<file path="src/rtl/fu_addsub_pipe.sv">
// ---------------------------------------------------------------------------
// fu_addsub_pipe
//   Pipelined add/sub/set-less-than functional unit for the Tomasulo core.
//   Takes one op per cycle from the add/sub reservation stations, computes
//   the result combinationally at issue, and carries it (with destination,
//   reservation-station label and flags) down LATENCY register stages.
//   The last stage drives the common data bus.
//
//   Ports
//     clk          rising-edge clock
//     reset        asynchronous active-low reset
//     flush        synchronous squash of every in-flight op
//     issue_valid  issue request
//     issue_ready  unit accepts an op this cycle
//     issue_op     000 ADD, 001 SUB, 010 SLT (signed), others illegal
//     issue_x/y    operands
//     issue_dest   destination register address
//     issue_tag    reservation-station label
//     cdb_valid    result present on the CDB
//     cdb_ready    CDB consumes the result
//     cdb_result   result (0 when idle or illegal)
//     cdb_dest     destination of the result
//     cdb_tag      label of the result
//     cdb_ovf      signed overflow (ADD/SUB)
//     cdb_carry    ADD carry-out / SUB borrow
//     cdb_illegal  op code was not recognised
//     inflight     number of valid pipeline stages
//     busy         inflight != 0
//
//   Handshake: a transfer happens on a rising edge where valid & ready are
//   both 1. On the issue side, issue_ready = ~(cdb_valid & ~cdb_ready), which
//   is combinational from cdb_ready. On the CDB side, cdb_valid and all cdb_*
//   payload stay stable while cdb_ready=0; once the handshake completes the
//   next stage (or zeros) is presented.
// ---------------------------------------------------------------------------
module fu_addsub_pipe #(
  parameter int WIDTH   = 9,
  parameter int LATENCY = 3,
  parameter int DEST_W  = 3,
  parameter int TAG_W   = 3,
  parameter int CNT_W   = $clog2(LATENCY + 1)
) (
  input  logic              clk,
  input  logic              reset,
  input  logic              flush,
  input  logic              issue_valid,
  output logic              issue_ready,
  input  logic [2:0]        issue_op,
  input  logic [WIDTH-1:0]  issue_x,
  input  logic [WIDTH-1:0]  issue_y,
  input  logic [DEST_W-1:0] issue_dest,
  input  logic [TAG_W-1:0]  issue_tag,
  output logic              cdb_valid,
  input  logic              cdb_ready,
  output logic [WIDTH-1:0]  cdb_result,
  output logic [DEST_W-1:0] cdb_dest,
  output logic [TAG_W-1:0]  cdb_tag,
  output logic              cdb_ovf,
  output logic              cdb_carry,
  output logic              cdb_illegal,
  output logic [CNT_W-1:0]  inflight,
  output logic              busy
);

  localparam logic [2:0] OP_ADD = 3'b000;
  localparam logic [2:0] OP_SUB = 3'b001;
  localparam logic [2:0] OP_SLT = 3'b010;

  // Payload carried by each pipeline stage; the valid bit lives separately
  // so that flush only has to clear one vector.
  typedef struct packed {
    logic [WIDTH-1:0]  res;
    logic [DEST_W-1:0] dest;
    logic [TAG_W-1:0]  tag;
    logic              ovf;
    logic              carry;
    logic              ill;
  } stage_t;

  logic [LATENCY-1:0] r_vld;
  stage_t             r_stg [LATENCY];
  logic [CNT_W-1:0]   r_cnt;

  logic               w_stall;
  logic               w_accept;
  logic               w_handshake;
  logic [WIDTH:0]     w_sum;
  logic [WIDTH:0]     w_dif;
  logic               w_lt;
  stage_t             w_new;

  // ---------------------------------------------------------------------
  // Handshake control
  // ---------------------------------------------------------------------
  assign w_stall     = r_vld[LATENCY-1] & ~cdb_ready;
  assign issue_ready = ~w_stall;
  assign w_accept    = issue_valid & ~w_stall;
  assign w_handshake = r_vld[LATENCY-1] & cdb_ready;

  // ---------------------------------------------------------------------
  // Issue-time arithmetic
  // ---------------------------------------------------------------------
  // Zero-extended to WIDTH+1 so the top bit is carry (ADD) or borrow (SUB).
  assign w_sum = {1'b0, issue_x} + {1'b0, issue_y};
  assign w_dif = {1'b0, issue_x} - {1'b0, issue_y};
  assign w_lt  = $signed(issue_x) < $signed(issue_y);

  always_comb begin
    w_new       = '0;
    w_new.dest  = issue_dest;
    w_new.tag   = issue_tag;
    case (issue_op)
      OP_ADD: begin
        w_new.res   = w_sum[WIDTH-1:0];
        w_new.carry = w_sum[WIDTH];
        w_new.ovf   = (issue_x[WIDTH-1] == issue_y[WIDTH-1]) &
                      (w_sum[WIDTH-1] != issue_x[WIDTH-1]);
      end
      OP_SUB: begin
        w_new.res   = w_dif[WIDTH-1:0];
        w_new.carry = w_dif[WIDTH];
        w_new.ovf   = (issue_x[WIDTH-1] != issue_y[WIDTH-1]) &
                      (w_dif[WIDTH-1] != issue_x[WIDTH-1]);
      end
      OP_SLT: begin
        w_new.res   = WIDTH'(w_lt);
      end
      default: begin
        // Illegal op: only the routing information survives.
        w_new.ill   = 1'b1;
      end
    endcase
  end

  // ---------------------------------------------------------------------
  // Pipeline stages and in-flight counter
  // ---------------------------------------------------------------------
  // Every stage shifts together or holds together; no bubble compression,
  // so an empty stage ahead of a stalled head does not absorb anything.
  always_ff @(posedge clk or negedge reset) begin
    if (!reset) begin
      r_vld <= '0;
      r_cnt <= '0;
      for (int i = 0; i < LATENCY; i++) begin
        r_stg[i] <= '0;
      end
    end else if (flush) begin
      // Flush wins over stall, handshake and a same-cycle issue.
      r_vld <= '0;
      r_cnt <= '0;
    end else if (!w_stall) begin
      r_vld[0] <= w_accept;
      r_stg[0] <= w_accept ? w_new : '0;
      for (int i = 1; i < LATENCY; i++) begin
        r_vld[i] <= r_vld[i-1];
        r_stg[i] <= r_stg[i-1];
      end
      case ({w_accept, w_handshake})
        2'b10:   r_cnt <= r_cnt + CNT_W'(1);
        2'b01:   r_cnt <= r_cnt - CNT_W'(1);
        default: r_cnt <= r_cnt;
      endcase
    end
  end

  // With every stage full the head is valid, so a non-stalled cycle always
  // retires one op; the counter therefore cannot pass LATENCY.
  always_ff @(posedge clk) begin
    if (reset) begin
      assert (r_cnt <= CNT_W'(LATENCY));
    end
  end

  // ---------------------------------------------------------------------
  // CDB outputs (zeroed when the head stage is empty, e.g. after flush)
  // ---------------------------------------------------------------------
  assign cdb_valid   = r_vld[LATENCY-1];
  assign cdb_result  = cdb_valid ? r_stg[LATENCY-1].res   : '0;
  assign cdb_dest    = cdb_valid ? r_stg[LATENCY-1].dest  : '0;
  assign cdb_tag     = cdb_valid ? r_stg[LATENCY-1].tag   : '0;
  assign cdb_ovf     = cdb_valid & r_stg[LATENCY-1].ovf;
  assign cdb_carry   = cdb_valid & r_stg[LATENCY-1].carry;
  assign cdb_illegal = cdb_valid & r_stg[LATENCY-1].ill;

  assign inflight    = r_cnt;
  assign busy        = (r_cnt != '0);

endmodule

</file>
<file path="config.mk">
export PLATFORM = sky130hd
export DESIGN_NAME = fu_addsub_pipe
export DESIGN_NICKNAME = d
export VERILOG_FILES = /design/src/rtl/fu_addsub_pipe.sv
export SDC_FILE = /design/constraint.sdc
export NUM_CORES = 1
export LEC_CHECK = 0
export ABC_AREA = 1
export CORE_ASPECT_RATIO = 2
export CORE_MARGIN = 8
export CORE_UTILIZATION = 66
export CTS_BUF_LIST = sky130_fd_sc_hd__clkbuf_8
export DETAILED_ROUTE_END_ITERATION = 8
export DONT_BUFFER_PORTS = 1
export PLACE_DENSITY = 0.82
export SLEW_MARGIN = 20
export SYNTH_ARGS = -nofsm -noshare
export SYNTH_HDL_FRONTEND = slang
export SYNTH_SLANG_ARGS = --single-unit
export TNS_END_PERCENT = 1
</file>
<file path="constraint.sdc">
create_clock -name clk -period 1.91 [get_ports clk]
set_clock_uncertainty 0.2 [all_clocks]
set_input_delay 0.191 -clock clk [delete_from_list [all_inputs] [get_ports clk]]
set_output_delay 0.191 -clock clk [all_outputs]
set_load 0.02 [all_outputs]
</file>
== Word-level counts from Yosys, hierarchy flattened ==
Cells that the tools add are included.

* Add/subtract/negate cells: 4
* Muxes and demuxes: 12
* Bitwise logic cells: 11
* Magnitude comparators: 1
* Equal/unequal tests: 9
* Reduce and logical (&&, ||, !) cells: 6

{| class="wikitable"
|+ Operators by type and width
! operator !! count
|-
| $pmux 9 s3 || 1
|-
| $mux 18 || 1
|-
| $mux 3 || 4
|-
| $add 9x9->10 || 1
|-
| $sub 9x9->10 || 1
|-
| $lt 9x9->1 || 1
|-
| $mux 9 || 1
|-
| $and 1x1->1 || 8
|-
| $pmux 2 s2 || 2
|-
| $mux 2 || 2
|-
| $reduce_and 2->1 || 2
|-
| $eq 3x1->1 const B || 1
|-
| $eq 3x2->1 const B || 1
|-
| $logic_not 3->1 || 1
|-
| $ne 1x1->1 || 3
|-
| $not 1->1 || 3
|-
| $reduce_bool 3->1 || 1
|-
| $reduce_or 3->1 || 1
|-
| $add 2x1->2 const B || 1
|-
| $eq 2x1->1 const B || 1
|-
| $eq 2x2->1 const B || 1
|-
| $ne 2x2->1 const B || 1
|-
| $reduce_bool 2->1 || 1
|-
| $sub 2x1->2 const B || 1
|-
| 2 further kinds || 2
|}

* Word-level logic and storage cells: 63
* Output and inout port bits: 23
* Bits in registers: 59

== Logic depth before layout (Yosys ltp) ==
* Depth in word-level cells: 8
* Depth in mapped cells: 14
* Mapped depth without buffers: 14

== Worst setup path before layout ==
No wires, ideal clock.

* Kind: input port to flip-flop
* From: in issue_x[0]
* To: reg r_stg[53] (netlist bit)
* Path buffers: 0
* Stages on the path: 13
* Data required time: 1.593 ns
* Arrival: 1.450 ns
* Path slack: 0.144 ns
* Cells stage by stage: inv_1 > ha_1 > fa_1 > inv_1 > nand2_2 > a21oi_4 > nand2_2 > nand2_1 > nand2_1 > nand3_1 > nand2_1 > nand2_1 > nand2_1

* Word-level cells in the longest chain between the ends: 3
* Elaborated cells between the ends (all ways): 4
* Those cells by class: add/sub (2); mux (2)

{| class="wikitable"
|+ RTL lines
! what !! RTL line !! source
|-
| start: declaration || 49 || <nowiki>input logic [WIDTH-1:0] issue_x,</nowiki>
|-
| $sub 9x9->10 / $add 9x9->10 (equally long branches) || 105, 104 ||
|-
| $pmux 9 s3 * || 112 || <nowiki>case (issue_op)</nowiki>
|-
| $mux 18 * || 153 || <nowiki>r_stg[0] <= w_accept ? w_new : '0;</nowiki>
|-
| end signal: indexed assignment || 156 || <nowiki>r_stg[i] <= r_stg[i-1];</nowiki>
|-
| end: declaration || 81 || <nowiki>stage_t r_stg [LATENCY];</nowiki>
|}

Mark *: on every way between the ends. The rest lies on a longest branch, timed or not.
A chain may end at the register's enable or synchronous reset.

== Final worst setup path ==
* From: in cdb_ready
* To: reg r_stg[2] (netlist bit)

* Word-level cells in the longest chain between the ends: 4

{| class="wikitable"
|+ RTL lines
! what !! RTL line !! source
|-
| start: declaration || 54 || <nowiki>input logic cdb_ready,</nowiki>
|-
| $not 1->1 || 95 || <nowiki>assign w_stall = r_vld[LATENCY-1] & ~cdb_ready;</nowiki>
|-
| $and 1x1->1 || 95 ||
|-
| $not 1->1 (no line) || n/a ||
|-
| net issue_ready || 47 || <nowiki>output logic issue_ready,</nowiki>
|-
| $reduce_and 2->1 (no line) || n/a ||
|}

The timed path passes the listed nets, and every way through them passes these cells.

==> out/results.tsv <==
metric	value	unit
Required @ worst endpoint	1930	ps
Cell variety after synth	28	
num rows	37	
count of input and output buffers	0	
commonest non-fill, non-tap cell in the layout	nand2_1	
Reg-to-Reg Start	r_vld[2]	
H-tree depth	3	
dpl cell area	3660	um^2
worst-path fanout max	42	
LEAKAGE	2.30	nW
post-synth top area share	41.8	%
net switching power	0.883	mW
initial antenna violation count	0	
CP max stage delay	540	ps
Slew HR	75.5	%
Post-synth EDFFs	0	
Final Cell Area	4010	um^2
Syn Std Cell Area	3530	um^2
Pins Over Slew Limit	0	
Crit path arrival time	1810	ps
first-pass GRT wire length	14500	um
vias in the first global route	3309	
I/O Pins	55	
routability cong.	0.897	
detailed placement HPWL	6370	um
nets@finish	575	
internal cell power	2.03	mW
ANT cells	0	
GRT Util Overall	23.4	%
outcome	complete, no violations	
largest net degree at the start of global routing	60	
Tcrit/Tclk final	93.5	%
RSZ-0062 raised after global routing	no	
R2R Path End	inflight[1]	
min-delay src	issue_x[8]	
critical path launch point type	input pin	
routed len/inst	15.3	um
Fin. Hold Viols	0	
clock sinks	59	
Non-Filler Instances	585	
Clk pwr share	32.0	%
Slowest cell on crit path	dlygate4sd3_1	
Syn Inst Count	495	
async set-reset flop share out of synthesis	100	%
worst slew pin tran	363	ps
initial drt markers	175	
switch share	30.3	%
routing usage on met2	41.5	%
CTS tree	built	
Syn-to-layout area delta	13.4	%
Fillers	361	
GRT busiest layer	met2	
sequential share of power	47.7	%
largest cells by area after synthesis	dfrtp_1 (42%), nand2_1 (21%), inv_1 (8.0%)	
Setup WS pre-CTS	-11.9	ps
final core occ	78.0	%
MaxCap Viol Count	0	
Setup crit end kind	register	
placed cells	555	
Clock Latency Late Sink	330	ps
clk slew on worst S/H paths	60	ps
# setup viols final	0	
Clock Tree Root	clkbuf_8	
Peak VDD IR	785	uV
fmax	560	MHz
Num CTS Buffers	9	
post-CTS setup buffers	0	
hold endpoint	r_stg[38]	
Seq/Total Area, Yosys	41.8	%
Syn Nets	547	
crit-path cells	dlygate4sd3_1, inv_1, nand2_2, nand2_4, buf_6, nand2_1, o21ai_0	
die width	67.7	um
Core Footprint	5140	um^2
Max clock buf depth	2	
chip height	119	um
most frequent cells in the layout	nand2_1 (194), inv_1 (77), dfrtp_1 (59)	
CP Class	input pin to register	
Synth Register Bits	59	
Starting Density	68.8	%
layout cells sized above 1	9.68	%
r2r setup slk	250	ps
GRT Residual Overflow	0	
Reg area	1480	um^2
fin crit period	1790	ps
hold path depth	6	
Antenna Nets Post-Route	0	
met3 usage	3.76	%
# DRC	0	
ys flop type	dfrtp_1	
Die ar.	8090	um^2
Synth Area per Inst	7.14	um^2
area of the multi-input gates	1700	um^2
Vias	3212	
grt met1 use	21.8	%
Gate power share	20.3	%
hold crit path type	input pin to register	
Power Density	726	nW/um^2
R2R cell count	7	
total wire length	8950	um
Setup WS post-layout	125	ps
post-DR vias/cell	5.49	
leading area contributor after synthesis	dfrtp_1	
yosys warns	0	
Detailed Routing Iterations Pass 1	4	
-- routing by layer --
metal  wire length [um]  up-vias
li1                   -     1569
met1               3090     1485
met2               4810      116
met3                400       42
met4                644        0
met5                  0        -
-- sequential cells by signal, summed over array words and instances, names as in the netlist --
| signal | count |
|---|---|
| r_stg | 54 |
| r_vld | 3 |
| inflight | 2 |
-- cells by family (layout without fill, tap and decap cells) --
group / count (synthesis) / in the layout / share of synthesized area (%)
XOR/XNOR: 2 / 2 / 0.496
AO/OA/AOI/OAI: 52 / 52 / 8.89
AND/OR/NAND/NOR: 268 / 268 / 31.0
adder cells (fa/ha/maj): 20 / 20 / 7.51
flip-flops: 59 / 59 / 41.8
buffers and inverters: 94 / 126 / 10.3
-- worst max-delay path, delay by kind of cell --
family | cells | cell delay, ps
buffers and inverters | 3 | 960
AOI/OAI and AO/OA | 1 | 140
and+or+nand+nor | 3 | 500
-- how the worst max path moves through the flow --
stage,start,endpoint,slack (ps),cells after the start
floorplan,issue_x[0],r_stg[53],140,13
global placement,issue_y[6],r_stg[37],40,12
detailed placement,issue_x[0],r_stg[53],-10,13
CTS,cdb_ready,r_stg[2],40,7
global route,cdb_ready,r_stg[2],60,7
finish,cdb_ready,r_stg[2],120,7
-- area by class of cell --
| cell class | count | share of cell area, % |
|---|---|---|
| Timing Repair Buffer | 31 | 7.28 |
| Multi-Input combinational cell | 342 | 42.5 |
| Clock buffer | 10 | 3.44 |
| Sequential cell | 59 | 36.9 |
| Clock inverter | 5 | 0.562 |
| Inverter | 80 | 7.56 |
| Tap cell | 58 | 1.81 |
-- synthesized netlist by cell type, types with 2 or more instances --
cell / number
fa_1: 2
nor3_1: 3
o21ai_0: 33
ha_1: 18
nor2_4: 2
a21oi_2: 2
nand2_2: 5
buf_2: 8
o21ai_1: 3
dfrtp_1: 59
xor2_1: 2
a21oi_1: 5
nand3_1: 32
inv_2: 5
nand2_1: 194
nor2_1: 26
nand4_1: 2
inv_1: 75
o22ai_1: 3
clkbuf_1: 5
o21bai_1: 2
a21oi_4: 3
-- power by group through the flow --
stage | Combinational (mW) | Sequential, mW | Clock (mW)
2_1_floorplan | 0.390 | 1.40 | 0
3_3_place_gp | 0.509 | 1.40 | 0
3_5_place_dp | 0.519 | 1.41 | 0
4_1_cts | 0.581 | 1.39 | 0.938
5_1_grt | 0.658 | 1.40 | 1.01
6_report | 0.590 | 1.39 | 0.931
-- per-stage QoR --
stage                     hold WS (ps)  setup TNS [ps]  power, mW
final                             16.8               0       2.91
after global routing              62.1               0       3.06
after CTS                         8.96               0       2.91
after detailed placement          -303           -12.7       1.93
after global placement            -303               0       1.91
after floorplan                   -305               0       1.79
-- timing repair --
action                     CTS  global route
hold buffers                15             0
gates resized for setup      0             5
setup endpoints to repair    0            42
hold endpoints to repair    73             0
No activity file was read; power rests on OpenSTA's default activity.
==> patch (config.mk and constraints unchanged) <==
The parameter `DEST_W` goes from 3 to 6.
--- a/src/rtl/fu_addsub_pipe.sv
+++ b/src/rtl/fu_addsub_pipe.sv
@@ -38,3 +38,3 @@
   parameter int LATENCY = 3,
-  parameter int DEST_W  = 3,
+  parameter int DEST_W  = 6,
   parameter int TAG_W   = 3,
Ports: changed (resized cdb_dest and issue_dest); port bits go from 55 to 61. The function was not compared with the original's and may differ.
==> patch against the original RTL <==
  * The run now ends with hold timing left
  * Sequential cell count is 9 higher
  * Count of clock-buffer cells in the layout stayed put
  * Final area increased by 8.7%
  * Die area rose by 8.9%
  * Total power rose by 18%
  * First-iteration DRC count up 29%
  * Fmax grew 4.5%
  * Synthesized cell count up 8.5%
  * Global-route usage decreased by 4.0 points
  * Sequential power up 15%
  * Setup slack better by 76 ps
  * Routed wire length fell by 7.1%
  * Synthesized area grew 11%
  * Cell count is 6.7% higher
==> patch: results (changes against the original RTL) <==
- The share of final-layout standard cells stronger than drive strength 1 came to 7.66% (-2.0 points).
- The worst setup margin was 201 ps (+76.3 ps).
- The net count of the finished layout is 611 (+6.3%).
- The number of DRC markers after the initial detailed-route iteration is 225 (+29%).
- The worst slew margin relative to its limit is 71.1% (-4.4 points).
- The number of input and output port buffers inserted was 0 (unchanged).
- The peak fanout along the critical path is 25 (-40%).
- The final reports fail on hold timing.
- The buffer depth of the longest clock path is 2 (unchanged).
- The filler cell count is 475 (+32%).
- The maximum number of pins on one net before global-route repair was 69 (+15%).
- In this run the worst setup path begins at r_vld[2].
- The number of global-route vias before repair was 3235 (-2.2%).
- The synthesized instance count is 537 (+8.5%).
- The final non-filler cell total is 624 (+6.7%).
- The proportion of synthesized flip-flops having asynchronous set or reset is 100% (unchanged).
- The part of the Yosys area used for sequential elements is 43.4% (+1.6 points).
- The average wire per cell in the routed design is 13.3 um (-13%).
- The number of nets in the synthesized netlist is 592 (+8.2%).
- The switching part of the total is 27.0% (-3.4 points).
- The number of instances resized during post-cts repair is 0 (unchanged).
- The area of placed instances is 0.00398 mm^2 (+8.6%).
- The post-detailed-placement half-perimeter wirelength came to 5.76 mm (-9.6%).
- The initial antenna violation count is 0 (unchanged).
- The H-tree depth was 3 (unchanged).
- The pre-CTS worst setup slack came to 16.1 ps (+28.0 ps).
- The via-per-instance ratio is 5.29 (-3.6%).
- The final worst hold slack is -657 ps (-674 ps).
- The placer's final routability congestion estimate is 0.891 (-0.62%).
- The total inserted antenna cells is 0 (unchanged).
- The register bank with the most flops is r_stg.
- The leakage dissipation is 0.00246 uW (+7.2%).
- The number of hold buffers added after CTS came to 16 (+1).
- The unique cell type count in the Yosys netlist is 27 (-3.6%).
- The flow ran to the end, but the final reports show violations.
- Sorting the synthesized cells by area gives the leading types as sky130_fd_sc_hd__dfrtp_1, sky130_fd_sc_hd__nand2_1, sky130_fd_sc_hd__inv_1, sky130_fd_sc_hd__o21ai_0, sky130_fd_sc_hd__ha_1.
- The setup slack of the worst register-to-register path was 330 ps (+80 ps).
- The kind of path behind the tightest hold check is primary input to async pin.
- The flip-flop count of the largest register after layout is 63 (+17%).
- The commonest cells after synthesis are sky130_fd_sc_hd__nand2_1, sky130_fd_sc_hd__inv_1, sky130_fd_sc_hd__dfrtp_1, sky130_fd_sc_hd__o21ai_0, sky130_fd_sc_hd__nand3_1.
- The total routing resource utilization after global routing came to 19.5% (-4.0 points).
- The register area is 0.00170 mm^2 (+15%).
- The clock transition at the registers of the reported paths is roughly 70 ps.
- For the worst-skew pair, the clock arrives at the later sink with an insertion delay of 340 ps.
- The global-route wire length before repair is 14.3 mm (-1.1%).
- The number of hold-slack violations in the final timing report is 68 (+68).
- The number of iterations in the first detailed-routing pass was 5 (+1).
- The worst-case vdd ir drop is 997 uV (+27%).
## patch: path summary, 6_finish.rpt
path | cells past startpoint | endpoint
setup / recovery | 3 | cdb_dest[2]
hold / removal | 0 | r_stg[2]
setup reg to reg | 7 | r_stg[55]
hold reg to reg | 2 | r_stg[10]
max in group asynchronous | 0 | r_stg[19]
min in group clk | 4 | r_stg[56]
## patch: routing by layer
layer  wire, um  vias up  track usage [%]
li1           -     1673                -
met3        432       13             4.43
met1       3580     1521             23.8
met5          0        -                0
met2       4120       95             31.6
met4        178        0             8.81
## patch: final cells by class
class                      instances  share of cell area [%]
multi-input combinational        358                    40.4
clock inverter                     6                    1.84
timing repair buffer              26                    5.69
inverter                          93                    8.01
sequential                        68                    39.1
tap                               63                    1.81
clock buffer                      10                    3.16
## patch: power by group through the flow
| stage | combinational, uW | clock (uW) | sequential, uW |
|---|---|---|---|
| 3_3_place_gp | 521 | 0 | 1630 |
| 4_1_cts | 562 | 1290 | 1600 |
| 3_5_place_dp | 530 | 0 | 1630 |
| 5_1_grt | 643 | 1340 | 1610 |
| 6_report | 566 | 1270 | 1600 |
| 2_1_floorplan | 424 | 0 | 1620 |
## patch: logic make-up (layout without fill, tap and decap cells)
family                     after synthesis  count (layout)  share of synthesized area, %
and+or+nand+nor                        271             271                          28.2
buffers and inverters                  111             135                          11.7
DFF                                     68              68                          43.4
AOI/OAI and AO/OA                       66              66                          9.70
adders and majority gates               20              20                          6.76
xor gates and xnor gates                 1               1                         0.223
## patch: critical path: stages, from the launching register on
cell and delay (ps):
sky130_fd_sc_hd__dfrtp_1 360, sky130_fd_sc_hd__buf_4 320, sky130_fd_sc_hd__nand2_1 120, sky130_fd_sc_hd__inv_1 180
## patch: what timing repair did
item	4_1_cts	5_1_grt
setup endpoints to repair	0	0
setup buffers	0	0
hold endpoints to repair	85	68
